### src/rtl/sd_cmd_pkg.sv
// Shared types and constants for the SD command-line engine.
// The SD_CMD_CRC_CHECK_EN build option is described in sd_cmd_phy.sv.
package sd_cmd_pkg;

   typedef enum logic [2:0] {
      ST_IDLE      = 3'd0,
      ST_SEND      = 3'd1,
      ST_WAIT_RESP = 3'd2,
      ST_RECV      = 3'd3,
      ST_DONE      = 3'd4
   } state_e;

   localparam logic [1:0] RESP_NONE = 2'b00;
   localparam logic [1:0] RESP_136  = 2'b01;
   localparam logic [1:0] RESP_48   = 2'b10;
   localparam logic [1:0] RESP_48B  = 2'b11;

   localparam int CMD_FRAME_LEN = 48;
   localparam int R2_FRAME_LEN  = 136;

   localparam logic [6:0] CRC7_POLY = 7'h09;

endpackage

### src/rtl/sd_cmd_phy_if.sv
// Register-file side of the SD command engine: command request fields in,
// captured response and status out.
interface sd_cmd_phy_if;
   logic         new_command;
   logic [5:0]   cmd_index;
   logic [31:0]  argument;
   logic [1:0]   resp_type;
   logic         chk_index;
   logic         chk_crc;
   logic [127:0] response;
   logic         busy;
   logic         cmd_complete;
   logic         cmd_index_error;
   logic         crc_error;
   logic         timeout_error;

   modport master (
      output new_command, cmd_index, argument, resp_type, chk_index, chk_crc,
      input  response, busy, cmd_complete, cmd_index_error, crc_error, timeout_error
   );

   modport slave (
      input  new_command, cmd_index, argument, resp_type, chk_index, chk_crc,
      output response, busy, cmd_complete, cmd_index_error, crc_error, timeout_error
   );
endinterface

### src/rtl/sd_crc7.sv
// Serial CRC7 (x^7 + x^3 + 1), MSB-first data, zero initial value.
module sd_crc7
   import sd_cmd_pkg::*;
(
   input  logic       clk,
   input  logic       reset,
   input  logic       clr,
   input  logic       en,
   input  logic       bit_in,
   output logic [6:0] crc
);

   logic [6:0] crc_q, crc_d;
   logic       fb;

   always_comb begin
      fb    = bit_in ^ crc_q[6];
      crc_d = crc_q;
      if (clr)
         crc_d = '0;
      else if (en)
         crc_d = {crc_q[5:0], 1'b0} ^ (fb ? CRC7_POLY : 7'h00);
   end

   always_ff @(posedge clk) begin
      if (reset) crc_q <= '0;
      else       crc_q <= crc_d;
   end

   assign crc = crc_q;

endmodule

### src/rtl/sd_cmd_phy.sv
// SD CMD-line engine: serialises a 48-bit command frame and captures the card response.
// Build option SD_CMD_CRC_CHECK_EN adds the receive CRC7 checker (crc_error tied 0 otherwise).
//
// state      | meaning
// IDLE       | line released, waiting for new_command
// SEND       | driving the 48-bit command frame, then releasing the line
// WAIT_RESP  | sampling cmd_in for the response start bit (Ncr window)
// RECV       | shifting in the rest of the 48- or 136-bit response
// DONE       | one cycle, cmd_complete set and status valid
module sd_cmd_phy
   import sd_cmd_pkg::*;
#(
   parameter int TIMEOUT = 64,
   parameter int TO_W    = 7
) (
   input  logic            clk,
   input  logic            reset,
   sd_cmd_phy_if.slave     rf,
   input  logic            cmd_in,
   output logic            cmd_out,
   output logic            cmd_oe
);

   state_e          state_q, state_d;
   logic [7:0]      bit_cnt_q, bit_cnt_d;
   logic [TO_W-1:0] to_cnt_q, to_cnt_d;
   logic [39:0]     tx_sh_q, tx_sh_d;
   logic [5:0]      idx_q, idx_d;
   logic [1:0]      resp_q, resp_d;
   logic            chk_index_q, chk_index_d;
   logic [127:0]    rx_sh_q, rx_sh_d;
   logic [127:0]    response_q, response_d;
   logic            cmd_out_q, cmd_out_d;
   logic            cmd_oe_q, cmd_oe_d;
   logic            busy_q, busy_d;
   logic            complete_q, complete_d;
   logic            index_err_q, index_err_d;
   logic            crc_err_q, crc_err_d;
   logic            timeout_err_q, timeout_err_d;

   logic            accept;
   logic [7:0]      cur_idx;
   logic            tx_crc_clr, tx_crc_en;
   logic [6:0]      tx_crc;
   logic            crc_bad;

   assign accept  = (state_q == ST_IDLE) && rf.new_command;
   // bit_cnt holds the number of bits still to go; cur_idx is the frame bit handled this cycle
   assign cur_idx = bit_cnt_q - 8'd1;

   sd_crc7 u_tx_crc (
      .clk    (clk),
      .reset  (reset),
      .clr    (tx_crc_clr),
      .en     (tx_crc_en),
      .bit_in (tx_sh_q[39]),
      .crc    (tx_crc)
   );

`ifdef SD_CMD_CRC_CHECK_EN
   logic       chk_crc_q;
   logic       rx_crc_en;
   logic [6:0] rx_crc;

   always_ff @(posedge clk) begin
      if (reset)       chk_crc_q <= 1'b0;
      else if (accept) chk_crc_q <= rf.chk_crc;
   end

   // Start bit and the R2 header bits 135:128 stay outside the CRC span
   assign rx_crc_en = (state_q == ST_RECV) && (cur_idx >= 8'd8) && (cur_idx <= 8'd127);

   sd_crc7 u_rx_crc (
      .clk    (clk),
      .reset  (reset),
      .clr    (state_q == ST_IDLE),
      .en     (rx_crc_en),
      .bit_in (cmd_in),
      .crc    (rx_crc)
   );

   assign crc_bad = chk_crc_q && (rx_crc != rx_sh_d[7:1]);
`else
   logic unused_chk_crc;
   assign unused_chk_crc = rf.chk_crc;
   assign crc_bad        = 1'b0;
`endif

   always_ff @(posedge clk) begin
      if (reset) state_q <= ST_IDLE;
      else       state_q <= state_d;
   end

   always_comb begin
      state_d = state_q;
      unique case (state_q)
         ST_IDLE:
            if (rf.new_command) state_d = ST_SEND;
         ST_SEND:
            if (bit_cnt_q == 8'd0) state_d = (resp_q == RESP_NONE) ? ST_DONE : ST_WAIT_RESP;
         ST_WAIT_RESP:
            if (!cmd_in)                state_d = ST_RECV;
            else if (to_cnt_q == '0)    state_d = ST_DONE;
         ST_RECV:
            if (bit_cnt_q == 8'd1) state_d = ST_DONE;
         ST_DONE:
            state_d = ST_IDLE;
         default:
            state_d = ST_IDLE;
      endcase
   end

   always_comb begin
      bit_cnt_d     = bit_cnt_q;
      to_cnt_d      = to_cnt_q;
      tx_sh_d       = tx_sh_q;
      idx_d         = idx_q;
      resp_d        = resp_q;
      chk_index_d   = chk_index_q;
      rx_sh_d       = rx_sh_q;
      response_d    = response_q;
      cmd_out_d     = cmd_out_q;
      cmd_oe_d      = cmd_oe_q;
      busy_d        = busy_q;
      complete_d    = complete_q;
      index_err_d   = index_err_q;
      crc_err_d     = crc_err_q;
      timeout_err_d = timeout_err_q;
      tx_crc_clr    = 1'b0;
      tx_crc_en     = 1'b0;

      unique case (state_q)
         ST_IDLE: begin
            if (rf.new_command) begin
               idx_d         = rf.cmd_index;
               resp_d        = rf.resp_type;
               chk_index_d   = rf.chk_index;
               tx_sh_d       = {2'b01, rf.cmd_index, rf.argument};
               bit_cnt_d     = 8'(CMD_FRAME_LEN);
               tx_crc_clr    = 1'b1;
               response_d    = '0;
               busy_d        = 1'b1;
               complete_d    = 1'b0;
               index_err_d   = 1'b0;
               crc_err_d     = 1'b0;
               timeout_err_d = 1'b0;
            end
         end
         ST_SEND: begin
            if (bit_cnt_q != 8'd0) begin
               cmd_oe_d  = 1'b1;
               bit_cnt_d = bit_cnt_q - 8'd1;
               if (cur_idx >= 8'd8) begin
                  cmd_out_d = tx_sh_q[39];
                  tx_sh_d   = {tx_sh_q[38:0], 1'b0};
                  tx_crc_en = 1'b1;
               end else if (cur_idx != 8'd0) begin
                  cmd_out_d = tx_crc[cur_idx[2:0] - 3'd1];
               end else begin
                  cmd_out_d = 1'b1;
               end
            end else begin
               cmd_oe_d  = 1'b0;
               cmd_out_d = 1'b1;
               // down-counter: number of start-bit sample slots left after this one
               to_cnt_d  = TO_W'(TIMEOUT - 1);
               if (resp_q == RESP_NONE) begin
                  busy_d     = 1'b0;
                  complete_d = 1'b1;
               end
            end
         end
         ST_WAIT_RESP: begin
            if (!cmd_in) begin
               bit_cnt_d = (resp_q == RESP_136) ? 8'(R2_FRAME_LEN - 1) : 8'(CMD_FRAME_LEN - 1);
            end else if (to_cnt_q == '0) begin
               timeout_err_d = 1'b1;
               complete_d    = 1'b1;
               busy_d        = 1'b0;
            end else begin
               to_cnt_d = to_cnt_q - 1'b1;
            end
         end
         ST_RECV: begin
            rx_sh_d   = {rx_sh_q[126:0], cmd_in};
            bit_cnt_d = bit_cnt_q - 8'd1;
            if (bit_cnt_q == 8'd1) begin
               busy_d     = 1'b0;
               complete_d = 1'b1;
               crc_err_d  = crc_bad;
               if (resp_q == RESP_136) begin
                  response_d = {8'h00, rx_sh_d[127:8]};
               end else begin
                  response_d  = {96'h0, rx_sh_d[39:8]};
                  index_err_d = chk_index_q && (rx_sh_d[45:40] != idx_q);
               end
            end
         end
         ST_DONE: begin
         end
         default: begin
         end
      endcase
   end

   always_ff @(posedge clk) begin
      if (reset) begin
         bit_cnt_q     <= '0;
         to_cnt_q      <= '0;
         tx_sh_q       <= '0;
         idx_q         <= '0;
         resp_q        <= RESP_NONE;
         chk_index_q   <= 1'b0;
         rx_sh_q       <= '0;
         response_q    <= '0;
         cmd_out_q     <= 1'b1;
         cmd_oe_q      <= 1'b0;
         busy_q        <= 1'b0;
         complete_q    <= 1'b0;
         index_err_q   <= 1'b0;
         crc_err_q     <= 1'b0;
         timeout_err_q <= 1'b0;
      end else begin
         bit_cnt_q     <= bit_cnt_d;
         to_cnt_q      <= to_cnt_d;
         tx_sh_q       <= tx_sh_d;
         idx_q         <= idx_d;
         resp_q        <= resp_d;
         chk_index_q   <= chk_index_d;
         rx_sh_q       <= rx_sh_d;
         response_q    <= response_d;
         cmd_out_q     <= cmd_out_d;
         cmd_oe_q      <= cmd_oe_d;
         busy_q        <= busy_d;
         complete_q    <= complete_d;
         index_err_q   <= index_err_d;
         crc_err_q     <= crc_err_d;
         timeout_err_q <= timeout_err_d;
      end
   end

   assign cmd_out            = cmd_out_q;
   assign cmd_oe             = cmd_oe_q;
   assign rf.response        = response_q;
   assign rf.busy            = busy_q;
   assign rf.cmd_complete    = complete_q;
   assign rf.cmd_index_error = index_err_q;
   assign rf.crc_error       = crc_err_q;
   assign rf.timeout_error   = timeout_err_q;

endmodule

### src/flat_wrapper.sv
// flat-port wrapper written by rule: the top's interface ports become plain ports
module sd_cmd_phy_flat import sd_cmd_pkg::*;
#(
   parameter int TIMEOUT = 64,
   parameter int TO_W    = 7
)
  (clk, reset, cmd_in, cmd_out, cmd_oe, rf_new_command, rf_cmd_index, rf_argument, rf_resp_type, rf_chk_index, rf_chk_crc, rf_response, rf_busy, rf_cmd_complete, rf_cmd_index_error, rf_crc_error, rf_timeout_error);
  sd_cmd_phy_if rf_i ();
  input  logic clk;
  input  logic reset;
  input  logic cmd_in;
  output logic cmd_out;
  output logic cmd_oe;
  input wire logic [$bits(rf_i.new_command)-1:0] rf_new_command;
  input wire logic [$bits(rf_i.cmd_index)-1:0] rf_cmd_index;
  input wire logic [$bits(rf_i.argument)-1:0] rf_argument;
  input wire logic [$bits(rf_i.resp_type)-1:0] rf_resp_type;
  input wire logic [$bits(rf_i.chk_index)-1:0] rf_chk_index;
  input wire logic [$bits(rf_i.chk_crc)-1:0] rf_chk_crc;
  output wire logic [$bits(rf_i.response)-1:0] rf_response;
  output wire logic [$bits(rf_i.busy)-1:0] rf_busy;
  output wire logic [$bits(rf_i.cmd_complete)-1:0] rf_cmd_complete;
  output wire logic [$bits(rf_i.cmd_index_error)-1:0] rf_cmd_index_error;
  output wire logic [$bits(rf_i.crc_error)-1:0] rf_crc_error;
  output wire logic [$bits(rf_i.timeout_error)-1:0] rf_timeout_error;
  assign rf_i.new_command = rf_new_command;
  assign rf_i.cmd_index = rf_cmd_index;
  assign rf_i.argument = rf_argument;
  assign rf_i.resp_type = rf_resp_type;
  assign rf_i.chk_index = rf_chk_index;
  assign rf_i.chk_crc = rf_chk_crc;
  assign rf_response = rf_i.response;
  assign rf_busy = rf_i.busy;
  assign rf_cmd_complete = rf_i.cmd_complete;
  assign rf_cmd_index_error = rf_i.cmd_index_error;
  assign rf_crc_error = rf_i.crc_error;
  assign rf_timeout_error = rf_i.timeout_error;
  sd_cmd_phy #(.TIMEOUT(TIMEOUT), .TO_W(TO_W)) u_core (.clk(clk), .reset(reset), .rf(rf_i), .cmd_in(cmd_in), .cmd_out(cmd_out), .cmd_oe(cmd_oe));
endmodule
### config.mk
export PLATFORM = sky130hd
export DESIGN_NAME = sd_cmd_phy_flat
export DESIGN_NICKNAME = d
export VERILOG_FILES = /design/src/rtl/sd_cmd_pkg.sv /design/src/rtl/sd_cmd_phy_if.sv /design/src/rtl/sd_crc7.sv /design/src/rtl/sd_cmd_phy.sv /design/src/flat_wrapper.sv
export SDC_FILE = /design/constraint.sdc
export NUM_CORES = 1
export LEC_CHECK = 0
export CORE_MARGIN = 5
export CORE_UTILIZATION = 54
export DETAILED_ROUTE_END_ITERATION = 7
export PLACE_DENSITY = 0.83
export SYNTH_ARGS = -nofsm -noshare
export SYNTH_HDL_FRONTEND = slang
export SYNTH_SLANG_ARGS = --single-unit
### constraint.sdc
create_clock -name clk -period 2.75 [get_ports clk]
set_clock_uncertainty 0.1 [all_clocks]
set_input_delay 0.55 -clock clk [delete_from_list [all_inputs] [get_ports clk]]
set_output_delay 0.55 -clock clk [all_outputs]
set_load 0.005 [all_outputs]
After elaboration in Yosys (flattened, before gate mapping):

Cells that the tools add are included.

* flip-flop bits (word level): 336
* input port bits: 46
* output and inout port bits: 135
* logic and storage cells: 120

* add/subtract/negate cells: 3
* magnitude comparators: 2
* eq/ne operators: 19
* muxes and demuxes: 55
* bitwise operators: 2
* reductions and logical operators: 22

Operator list (count)
* 2-to-1 mux 128 bit: 2
* case mux 128 bit (2 select lines): 1
* 2-to-1 mux 120 bit: 1
* 2-to-1 mux 40 bit: 3
* case mux 40 bit (2 select lines): 1
* 2-to-1 mux 8 bit: 4
* case mux 8 bit (4 select lines): 1
* 2-to-1 mux 1 bit: 24
* AND reduction 4 bit: 6
* 2-to-1 mux 7 bit: 3
* 2-to-1 mux 3 bit: 6
* nonzero test 8 bit: 2
* case mux 7 bit (2 select lines): 1
* inequality test 2 x 1 -> 1 bit, second input constant: 6
* inequality test 2 bit, second input constant: 6
* case mux 3 bit (4 select lines): 1
* equality test 8 x 1 -> 1 bit, second input constant: 1
* >= comparator 8 x 4 -> 1 bit, second input constant: 1
* logical NOT 8 bit: 1
* case mux 1 bit (4 select lines): 2
* nonzero test 2 bit: 4
* subtractor 8 x 1 -> 8 bit, second input constant: 1
* logical NOT 7 bit: 1
* AND reduction 7 bit: 1
* 20 further kinds: 23

Longest topological paths before layout:

* depth after elaboration: 7
* mapped depth: 9
* mapped depth without buffers: 7

Modules after synthesis:

A second synthesis with hierarchy kept.

* cells, all modules: 1579
* area total of the unflattened synthesis: 12594.6 µm²

By module, submodules not included
* sd_cmd_phy: times used 1, cells each 1551, area an instance 12318.1 µm², seq. area each 6406.1 µm²
* sd_crc7: times used 1, cells each 28, area an instance 276.5 µm², seq. area each 140.1 µm²

Worst setup path before layout:

Ideal clock, no wire load.

* path kind: register to register
* start point: register u_core.bit_cnt_q[2]
* end point: register u_core.tx_sh_q[30]
* arrival: 1.872 ns
* slack: 0.645 ns
* stages on the path, launching flop included: 9
* path buffers: 1
* cells stage by stage: dfxtp_1 > inv_1 > ha_1 > a21bo_2 > xor2_1 > and3_1 > o21ai_2 > buf_6 > a311oi_1

* word-level cells in the longest chain between the ends: 4

Ends and longest elaborated chain
* start, declared: RTL line sd_cmd_phy.sv:25 `logic [7:0] bit_cnt_q, bit_cnt_d;`
* start signal, assigned: RTL line sd_cmd_phy.sv:224 `bit_cnt_q <= bit_cnt_d;`
* subtractor 8 x 1 -> 8 bit: RTL line sd_cmd_phy.sv:49 `assign cur_idx = bit_cnt_q - 8'd1;`
* >= comparator 8 x 4 -> 1 bit: RTL line sd_cmd_phy.sv:153 `if (cur_idx >= 8'd8) begin`
* inequality test 2 x 1 -> 1 bit (no line)
* AND reduction 4 bit (no line) *
* end signal, assigned: RTL line sd_cmd_phy.sv:226 `tx_sh_q <= tx_sh_d;`
* end, declared: RTL line sd_cmd_phy.sv:27 `logic [39:0] tx_sh_q, tx_sh_d;`

Every way passes the cells marked *; elsewhere a longest branch is shown, timed or not.
A chain may end at the register's enable or synchronous reset.

Final worst setup path:

* start point: register u_core.bit_cnt_q[2]
* end point: register u_core.tx_sh_q[16]

The elaborated chain is that of the path after synthesis.

==> reports/metrics.csv <==
metric,value,unit
outcome,"finished, final reports clean",
initial antenna violation count,0,
Clock transition at path regs,0.06,ns
final std cells w/o fill,2022,
WS Path Type,register to register,
crit path max fanout,31,
clock root buffer,clkbuf_16,
Area contributors post-synth,"dfxtp_1 52%, nand2_1 13%, a21oi_1 11%",
total wire length,29100,um
Slew headroom,31.7,%
router iterations before antenna repair,5,
Layout Nets,1736,
Longest Clk Path Bufs,3,
die area,26700,sq um
chip width,163,um
DRC,0,
most common library cells after synthesis,"446 x nand2_1, 327 x dfxtp_1, 269 x a21oi_1",
"Distinct cells, synth",58,
CP required,3.01,ns
Final Cycle Share,94.2,%
# diodes,0,
startpoint types,register,
main flop type after synthesis,dfxtp_1,
area growth from synthesis to layout,22.6,%
Final setup viols,0,
min cycle time layout,2.59,ns
core footprint,23300,sq um
Total Routing Usage GR,21.1,%
Register Area,6550,sq um
P_int,9.18,mW
top cell type's share of synthesized area,51.5,%
Pwr Density,891,nW/um^2
Worst R2R Path Depth,8,
most frequent cell after synthesis,nand2_1,
postcts setup bufs,0,
Wirelength per Cell,14.4,um
setup_tns,0,ns
yosys warns,0,
Hold Path Stages,2,
sequential power share,39.8,%
CTS buffer count,34,
Die Y,163,um
async set or reset register ratio after synthesis,0,%
Clock H-tree levels,2,
Worst Tran Pin Value,1.02,ns
I/O Pins,181,
nature of the critical path endpoint,register,
post-route ant nets,0,
leak pwr,5.01,nW
arrival time worst endpoint,2.84,ns
design area,15600,sq um
initial core utilization,54.5,%
Comb power frac,29.1,%
I/O Buffers,170,
Multi-input gate area,5520,sq um
DP Area,14500,sq um
gpl congestion,0.906,
grt ovf,0,
FP Rows,56,
Post-synth EDFFs,0,
later-pin clock latency in the skew report,0.50,ns
CTS tree,built,
largest net degree at the start of global routing,140,
Post-CTS Resized,0,
"Slew Viols, Final",0,
Final Hold Viols,0,
Hold WC Path Type,input pin to register,
Max-cap violations,0,
cts hold-fix bufs,0,
routed vias/inst,5.51,
vias,11134,
Sw Share,33.9,%
Max IR drop VDD,0.769,mV
"area leader, netlist",dfxtp_1,
DP Cell Count,1967,
dpl hpwl,18100,um
Max Freq,386,MHz
"flops & latches, synth",327,
sequential area share after synthesis,51.5,%
Initial DRC Count,976,
Clk network pwr share,31.1,%
post-synthesis cell count,1586,
synthesized area,12700,sq um
Synth Area per Inst,8.01,sq um
vias in the first global route,10147,
Sinks on Clock Net,327,
layout cells sized above 1,5.70,%
Fillers,1981,
first-pass GRT wire length,48300,um
RSZ-0062 raised after global routing,no,
sw power,4.70,mW
## per-stage QoR
step                      utilization, %  hold slack, ns  power (mW)  setup slack (ns)
after floorplan                        -           0.332        8.66             0.645
after global placement              62.2           0.337        9.51             0.213
after detailed placement            62.2           0.342        9.63            0.0873
after CTS                           66.8           0.281        14.0             0.182
after global routing                66.8           0.296        14.6            0.0439
final                               66.8           0.300        13.9             0.161
## layout make-up
class                      count  share of cell area, %
sequential                   327                   42.0
multi-input combinational   1111                   35.4
timing repair buffer         200                   13.0
clock buffer                  51                   6.67
tap                          319                   2.56
inverter                      10                  0.241
clock inverter                 4                  0.153
## critical path, stage by stage (launching register included)
cell	delay, ns
dfxtp_1	0.45
inv_1	0.12
ha_1	0.20
a21bo_2	0.26
xor2_1	0.19
and3_1	0.24
o21ai_2	0.33
buf_4	0.39
a311oi_1	0.15
## cells in the final DEF (no fill, tap or decap), types with 9 or more instances in the layout
master and n:
nand2_1 446, dfxtp_1 327, a21oi_1 269, clkdlybuf4s50_1 169, nand3_1 132, o21ai_0 56, nor3_1 46, a311oi_1 39
clkbuf_16 37, buf_4 23, nor2_1 21, inv_1 10, conb_1 9
## registers in the layout, indices dropped and copies added, names as in the netlist
signal	count
u_core.rx_sh_q	127
u_core.rf.response	120
u_core.tx_sh_q	40
u_core.bit_cnt_q	8
u_core.to_cnt_q	7
u_core.u_tx_crc.crc	7
u_core.idx_q	6
u_core.state_q	3
u_core.resp_q	2
u_core.chk_index_q	1
u_core.cmd_oe	1
u_core.cmd_out	1
u_core.rf.busy	1
u_core.rf.cmd_complete	1
u_core.rf.cmd_index_error	1
u_core.rf.timeout_error	1
## power groups by stage
stage          logic (mW)  registers (mW)  clock network [mW]
2_1_floorplan        3.16            5.50                   0
3_3_place_gp         3.91            5.60                   0
3_5_place_dp         4.02            5.61                   0
4_1_cts              4.05            5.51                4.42
5_1_grt              4.45            5.57                4.61
6_report             4.04            5.53                4.32
## metal layers
layer / global-route usage [%] / share of wire (%) / vias to the layer above
li1: - / - / 5583
met1: 28.4 / 44 / 5213
met2: 35.0 / 49 / 294
met3: 3.61 / 5.5 / 44
met4: 6.06 / 1.9 / 0
met5: 0 / 0 / -
## kinds of logic after synthesis
| kind of cell | after synthesis | share of synthesized area (%) |
|---|---|---|
| mux | 3 | 0.345 |
| fa+ha+maj | 6 | 0.591 |
| buf+inv | 156 | 5.78 |
| xor+xnor | 15 | 1.03 |
| flops | 327 | 51.5 |
| other cells | 1 | 0.0295 |
| simple gates | 681 | 22.9 |
| compound gates | 397 | 17.8 |
## final timing paths
| path | start | end | slack, ns |
|---|---|---|---|
| worst max-delay path | u_core.bit_cnt_q[2]$_SDFFE_PP0P_ | u_core.tx_sh_q[16]$_SDFFE_PP0P_ | 0.16 |
| worst min-delay path | reset | u_core.resp_q[1]$_SDFFE_PP0P_ | 0.30 |
| worst min register to register | u_core.rx_sh_q[4]$_SDFFE_PP0P_ | u_core.rx_sh_q[5]$_SDFFE_PP0P_ | 0.35 |
| worst max register to register | u_core.bit_cnt_q[2]$_SDFFE_PP0P_ | u_core.tx_sh_q[16]$_SDFFE_PP0P_ | 0.16 |
Power figures use the tool's default switching activity.
